**config.mk**
```make
export PLATFORM = sky130hd
export DESIGN_NAME = imm_decode_unit
export DESIGN_NICKNAME = d
export VERILOG_FILES = /design/src/rtl/imm_decode_unit.sv
export SDC_FILE = /design/constraint.sdc
export NUM_CORES = 1
export LEC_CHECK = 0
export ABC_AREA = 1
export CORE_UTILIZATION = 24
export DETAILED_ROUTE_END_ITERATION = 12
export PLACE_DENSITY = 0.59
export RECOVER_POWER = 100
export SYNTH_ARGS = -nofsm -noshare
export SYNTH_HDL_FRONTEND = slang
export SYNTH_SLANG_ARGS = --single-unit
```
**constraint.sdc**
```tcl
create_clock -name clk -period 1.8 [get_ports clk]
set_input_delay 0.54 -clock clk [delete_from_list [all_inputs] [get_ports clk]]
set_output_delay 0.54 -clock clk [all_outputs]
set_load 0.05 [all_outputs]
```
**src/rtl/imm_decode_unit.sv**
```systemverilog
// Registered immediate decoder with a one-entry valid/ready output stage and a
// saturating illegal-opcode counter. Define IMM_DECODE_ZICSR_EN to accept SYSTEM (CSR) opcodes.
module imm_decode_unit #(
    parameter int XLEN  = 32,
    parameter int CNT_W = 8
) (
    input  logic             clk,
    input  logic             reset,
    input  logic             flush,
    input  logic             in_valid,
    output logic             in_ready,
    input  logic [31:0]      instr,
    output logic             out_valid,
    input  logic             out_ready,
    output logic [2:0]       imm_src,
    output logic [XLEN-1:0]  imm_ext,
    output logic             illegal,
    output logic [CNT_W-1:0] illegal_count
);

    localparam logic [6:0] OP_LOAD   = 7'b0000011;
    localparam logic [6:0] OP_STORE  = 7'b0100011;
    localparam logic [6:0] OP_IMM    = 7'b0010011;
    localparam logic [6:0] OP_REG    = 7'b0110011;
    localparam logic [6:0] OP_BRANCH = 7'b1100011;
    localparam logic [6:0] OP_JAL    = 7'b1101111;
    localparam logic [6:0] OP_JALR   = 7'b1100111;
    localparam logic [6:0] OP_LUI    = 7'b0110111;
    localparam logic [6:0] OP_AUIPC  = 7'b0010111;
    localparam logic [6:0] OP_SYSTEM = 7'b1110011;

    localparam logic [2:0] SRC_I = 3'b000;
    localparam logic [2:0] SRC_S = 3'b001;
    localparam logic [2:0] SRC_B = 3'b010;
    localparam logic [2:0] SRC_J = 3'b011;
    localparam logic [2:0] SRC_U = 3'b100;
    localparam logic [2:0] SRC_Z = 3'b101;

    // Handshake: a transfer happens on a rising edge where valid && ready are both
    // high; ready never depends on valid, and a producer holds valid/data until taken.

    logic             out_valid_q, out_valid_d;
    logic [2:0]       imm_src_q, imm_src_d;
    logic [XLEN-1:0]  imm_ext_q, imm_ext_d;
    logic             illegal_q, illegal_d;
    logic [CNT_W-1:0] illegal_count_q, illegal_count_d;

    logic             accept;
    logic [2:0]       dec_src;
    logic [31:0]      dec_imm32;
    logic             dec_illegal;

    assign in_ready = !flush && (!out_valid_q || out_ready);
    assign accept   = in_valid && in_ready;

    // All formats are assembled at 32 bits (sign already replicated) and widened once.
    always_comb begin
        dec_src     = SRC_I;
        dec_imm32   = '0;
        dec_illegal = 1'b0;
        case (instr[6:0])
            OP_LOAD, OP_IMM, OP_JALR: begin
                dec_src   = SRC_I;
                dec_imm32 = {{20{instr[31]}}, instr[31:20]};
            end
            OP_REG: begin
                dec_src   = SRC_I;
                dec_imm32 = {{20{instr[31]}}, instr[31:20]};
            end
            OP_STORE: begin
                dec_src   = SRC_S;
                dec_imm32 = {{20{instr[31]}}, instr[31:25], instr[11:7]};
            end
            OP_BRANCH: begin
                dec_src   = SRC_B;
                dec_imm32 = {{20{instr[31]}}, instr[7], instr[30:25], instr[11:8], 1'b0};
            end
            OP_JAL: begin
                dec_src   = SRC_J;
                dec_imm32 = {{12{instr[31]}}, instr[19:12], instr[20], instr[30:21], 1'b0};
            end
            OP_LUI, OP_AUIPC: begin
                dec_src   = SRC_U;
                dec_imm32 = {instr[31:12], 12'b0};
            end
`ifdef IMM_DECODE_ZICSR_EN
            OP_SYSTEM: begin
                if (instr[14]) begin
                    dec_src   = SRC_Z;
                    dec_imm32 = {27'b0, instr[19:15]};
                end else begin
                    dec_src   = SRC_I;
                    dec_imm32 = {{20{instr[31]}}, instr[31:20]};
                end
            end
`endif
            default: begin
                dec_src     = SRC_I;
                dec_imm32   = '0;
                dec_illegal = 1'b1;
            end
        endcase
    end

    // Flush wins over everything but reset; data registers only move on accept.
    always_comb begin
        out_valid_d     = out_valid_q;
        imm_src_d       = imm_src_q;
        imm_ext_d       = imm_ext_q;
        illegal_d       = illegal_q;
        illegal_count_d = illegal_count_q;
        if (flush) begin
            out_valid_d = 1'b0;
        end else if (accept) begin
            out_valid_d = 1'b1;
            imm_src_d   = dec_src;
            imm_ext_d   = XLEN'($signed(dec_imm32));
            illegal_d   = dec_illegal;
            if (dec_illegal && (illegal_count_q != {CNT_W{1'b1}})) begin
                illegal_count_d = illegal_count_q + 1'b1;
            end
        end else if (out_ready) begin
            out_valid_d = 1'b0;
        end
    end

    always_ff @(posedge clk) begin
        if (reset) begin
            out_valid_q     <= 1'b0;
            imm_src_q       <= SRC_I;
            imm_ext_q       <= '0;
            illegal_q       <= 1'b0;
            illegal_count_q <= '0;
        end else begin
            out_valid_q     <= out_valid_d;
            imm_src_q       <= imm_src_d;
            imm_ext_q       <= imm_ext_d;
            illegal_q       <= illegal_d;
            illegal_count_q <= illegal_count_d;
        end
    end

    assign out_valid     = out_valid_q;
    assign imm_src       = imm_src_q;
    assign imm_ext       = imm_ext_q;
    assign illegal       = illegal_q;
    assign illegal_count = illegal_count_q;

endmodule

```
# Word-level counts from Yosys, hierarchy flattened
# Cells that the tools add are included.
dict set report word_totals {
  wordCells 35
  inputBits 37
  regBits 45
}
dict set report op_classes {
  reduce_logical 13
  bitwise_logic 1
  mux 5
  n_eq_ne 10
  addsub 1
}
# op count
set op_table {}
lappend op_table {{32-bit one-hot mux with 5 select lines} 1}
lappend op_table {{7-bit by 6-bit == test with 1-bit output (second input constant)} 3}
lappend op_table {{7-bit == test (second input constant)} 3}
lappend op_table {{7-bit by 5-bit == test with 1-bit output (second input constant)} 2}
lappend op_table {{3-bit one-hot mux with 4 select lines} 1}
lappend op_table {{9-bit OR reduction} 1}
lappend op_table {{8-bit by 1-bit adder with 8-bit output (second input constant)} 1}
lappend op_table {{8-bit inequality test (second input constant)} 1}
lappend op_table {{7-bit by 2-bit == test with 1-bit output (second input constant)} 1}
lappend op_table {{2-bit OR reduction} 2}
lappend op_table {{4-bit OR reduction} 1}
lappend op_table {{1-bit logical AND} 3}
lappend op_table {{1-bit 2-to-1 mux} 3}
lappend op_table {{3-bit AND reduction} 1}
lappend op_table {{1-bit logical NOT} 2}
lappend op_table {{2-bit AND reduction} 1}
lappend op_table {{2-bit nonzero test} 1}
lappend op_table {{1-bit logical OR} 1}
lappend op_table {{1-bit inverter} 1}

# Logic depth before layout (Yosys ltp)
dict set report depth {
  ltp_word 5
  ltp_mapped 11
  depth_no_buf 10
}

# Worst setup path after synthesis
# OpenSTA, ideal clock, no wires.
dict set report synth_path {
  kind {input-to-reg}
  start {input port out_ready}
  end {register illegal_count_q[6] (netlist: illegal_count[6])}
  path_slack_ns 0.059
  path_buffers 1
  required_time_ns 1.736
  path_stages 9
  t_arrival_ns 1.677
  path_cell_list {inv_1 > a21oi_4 > nand2_2 > nor2_2 > buf_6 > nand3_1 > nand2_1 > inv_1 > nor2_1}
}
dict set report synth_between {
  elab_chain_len 4
}
# item line_no
set synth_lines {}
lappend synth_lines {{start: declaration} 14} ;# input logic out_ready,
lappend synth_lines {{1-bit logical OR} 53} ;# assign in_ready = !flush && (!out_valid_q || out_ready);
lappend synth_lines {{1-bit logical AND} 53}
lappend synth_lines {{named net in_ready} 11} ;# output logic in_ready,
lappend synth_lines {{1-bit logical AND} 54} ;# assign accept = in_valid && in_ready;
lappend synth_lines {{3-bit AND reduction (no source line)} n/a}
lappend synth_lines {{end signal: assignment} 139} ;# illegal_count_q <= illegal_count_d;
lappend synth_lines {{end: declaration} 46} ;# logic [CNT_W-1:0] illegal_count_q, illegal_count_d;
# The timed path passes the listed nets, and every way through them passes these cells.
# A chain may end at the register's enable or synchronous reset.

# Final worst setup path
dict set report layout_path {
  start {input port out_ready}
  end {output port in_ready}
}
dict set report layout_between {
  elab_chain_len 2
}
# item line_no
set layout_lines {}
lappend layout_lines {{1-bit logical OR} 53}
lappend layout_lines {{1-bit logical AND} 53}
lappend layout_lines {{end: declaration} 11}
# Every way passes these cells.

==> flow_metrics.py <==
metrics = {
    "die": {
        "core_um2": 9770,
        "die_height_um": 102,
        "initial_core_util_pct": 24.7,
        "die_area_um2": 10400,
        "die_w_um": 102,
        "num_rows": 36,
        "io_pins": 83,
    },
    "run_status": {
        "status": "finished clean",
    },
    "pwr": {
        "powerDensity_nw_per_um2": 594,
        "vdd.ir_drop.worst_v": 0.000275,
        "total_power_uw": 2140,
        "leakage_uw": 0.00191,
    },
    "job": {
        "max_cap_violations": 0,
    },
    "placement": {
        "pre_cts_ws_ns": -0.350,
        "port_buffers": 82,
        "dp_hpwl_um": 5250,
        "globalplace.congestion": 0.781,
        "placement.cell_area_um2": 3740,
    },
    "route": {
        "vias_per_cell": 4.36,
        "via_count": 2478,
        "drt-total-wl_um": 6890,
        "wl_per_cell_um": 12.1,
        "drtIter0Drc": 85,
        "drc": 0,
        "postRouteAntennaNets": 0,
        "dr.pass1.iters": 4,
    },
    "setup_path": {
        "path_max_fanout": 2,
        "critPathLaunch": "out_ready",
        "crit_arrival_ns": 1.14,
        "rr_startpoint": "out_valid$_SDFFE_PP0P_",
        "critPathSlowestCell": "dlygate4sd2_1",
        "critPathBufInv": 3,
        "worstPathRequired_ns": 1.26,
        "crit_chain": "dlygate4sd2_1, inv_2, a21oi_4, buf_12",
        "cp-end-kind": "output port",
        "crit_family": "buffers and inverters",
        "critical-path-max-stage-delay_ns": 0.22,
        "startpoint_type": "input port",
        "path_class": "input port to output port",
    },
    "grt": {
        "grt_pass1_wl_um": 11200,
        "grt_max_degree": 40,
        "globalRouteTotalUtil_pct": 13.6,
        "grt_overflow": 0,
        "grt_antenna_before_repair": 0,
        "grt_pass1_vias": 2403,
    },
    "sta": {
        "clock_skew_ns": 0.00255,
        "fin_ws_ns": 0.117,
        "tns_ns": 0,
        "rsz0062_at_grt": "no",
        "setup_viol": 0,
        "max_freq_mhz": 594,
        "tightest_slew_ns": 0.594,
        "hold_viol": 0,
        "relSlewSlack_pct": 60.5,
        "post-route-period-util_pct": 93.5,
        "final.min_clock_period_ns": 1.68,
        "drv_slew": 0,
    },
    "logic_synthesis": {
        "synth_warnings": 0,
        "ys_ff_latch": 45,
        "syn_area_um2": 2410,
        "syn_nets": 374,
        "avgSynthCellArea_um2": 7.17,
        "ys_types": 31,
        "synth_cells": 336,
        "seq_area_frac_synth_pct": 37.4,
    },
    "clocking": {
        "clkSinkCount": 45,
        "clock_latency_ns": 0.29,
        "path_clk_slew_ns": 0.08,
        "clockBufferDepth": 2,
        "cts_tree": "done",
        "ctsHtreeMaxLevel": 2,
        "root_buffer": "clkbuf_8",
        "cts_buffers": 5,
    },
    "cells_and_area": {
        "fin_util_pct": 36.9,
        "post-route-cell-area_um2": 3600,
        "nNetsFinal": 474,
        "nFillCells": 1063,
        "layout-drive-gt1-share_pct": 24.3,
        "area_delta_synth_final_pct": 49.6,
        "antennaDiodeCount": 0,
    },
    "min_path": {
        "hold_path_class": "flop to flop",
        "min_from": "imm_ext[20]$_SDFFE_PP0P_",
    },
}
## placed cells by master, fill, tap and decap left out, types with 2 or more instances in the layout
| cell | count |
|---|---|
| nand2_1 | 122 |
| dfxtp_1 | 45 |
| a21oi_1 | 30 |
| nand3_1 | 26 |
| clkdlybuf4s50_1 | 26 |
| clkbuf_2 | 26 |
| dlymetal6s2s_1 | 20 |
| inv_1 | 18 |
| buf_4 | 17 |
| nor2_1 | 14 |
| nand3_2 | 12 |
| buf_12 | 9 |
| a21oi_2 | 8 |
| nand2_4 | 7 |
| nand4_1 | 7 |
| inv_2 | 5 |
| clkbuf_8 | 5 |
| clkbuf_1 | 5 |
| nor2_4 | 4 |
| nand2_2 | 4 |
| o21ai_0 | 3 |
| dlygate4sd2_1 | 3 |
| xor2_1 | 2 |
| clkinv_2 | 2 |
## per-layer routing
layer | wire, µm | GRT usage, %
met5 | 0 | 0
met4 | 49 | 4.07
met3 | 488 | 3.76
met2 | 3160 | 22.5
met1 | 3190 | 17.1
## worst min-delay path, cell delays in order, from the launching register on
cell and delay (ns):
dfxtp_1 0.31, nand2_1 0.06, a21oi_1 0.05
## registers in the layout, indices dropped and copies added, names as in the netlist
signal         cells
imm_src            3
illegal            1
imm_ext           32
out_valid          1
illegal_count      8
## cell families after synthesis
| kind of cell | share of synthesized area (%) |
|---|---|
| XOR/XNOR | 1.09 |
| buffers and inverters | 8.41 |
| AO/OA/AOI/OAI | 12.0 |
| flip-flops | 37.4 |
| adder cells (fa/ha/maj) | 0.519 |
| AND/OR/NAND/NOR | 40.6 |
## cell type report
class,instances,area [µm²],area share (%)
clock inverter,2,35.0,0.972
timing repair buffer,109,1010,28.1
clock buffer,5,68.8,1.91
multi-input combinational,251,1330,36.9
sequential,45,901,25.0
inverter,24,91.3,2.53
tap,133,166,4.62
## where the power goes
part	switching [µW]	internal [µW]	total, µW
Combinational	210	163	373
Sequential	9.67	1010	1020
Clock	343	404	747
## cells in the mapped netlist
cell / instances / area [µm²]
inv_2: 5 / 18.8
buf_6: 6 / 67.6
a211oi_1: 1 / 7.51
inv_1: 18 / 67.6
nor2_1: 13 / 48.8
a21oi_4: 1 / 16.3
xnor2_1: 1 / 8.76
nand3_2: 13 / 130
clkinv_2: 1 / 5.00
nor2_8: 1 / 20.0
nand3_1: 26 / 130
a21o_1: 1 / 7.51
a21oi_1: 28 / 140
nand4_1: 7 / 43.8
nor2_2: 4 / 25.0
o21ai_0: 3 / 15.0
nor3_1: 1 / 5.00
nor2_4: 2 / 22.5
nand2_2: 4 / 25.0
nand2_1: 124 / 465
nand2_4: 5 / 56.3
buf_4: 1 / 7.51
ha_1: 1 / 12.5
dfxtp_1: 45 / 901
buf_2: 2 / 10.0
a21oi_2: 10 / 87.6
nor4_1: 1 / 6.26
clkbuf_1: 7 / 26.3
o211ai_1: 1 / 7.51
a22oi_1: 1 / 7.51
xor2_1: 2 / 17.5
## what timing repair did
item,CTS,global route
pin swaps,2,3
resized for setup,7,12
setup endpoints to repair,9,39
hold buffers,0,0
setup buffers,1,2
## path summary, 6_finish.rpt
path	slack, ns	depth (start not counted)	end
setup / recovery	0.12	4	in_ready
hold / removal	0.46	2	imm_ext[20]$_SDFFE_PP0P_
setup reg to reg	0.35	8	imm_src[1]$_SDFFE_PP0P_
hold reg to reg	0.46	2	imm_ext[20]$_SDFFE_PP0P_
## metrics by stage
| step | hold slack (ns) | instances |
|---|---|---|
| after floorplan | 0.618 | 336 |
| after global placement | 0.455 | 560 |
| after detailed placement | 0.457 | 560 |
| after CTS | 0.470 | 567 |
| after global routing | 0.488 | 569 |
| final | 0.464 | 569 |
Note: power is estimated with default switching activity, not from simulation.
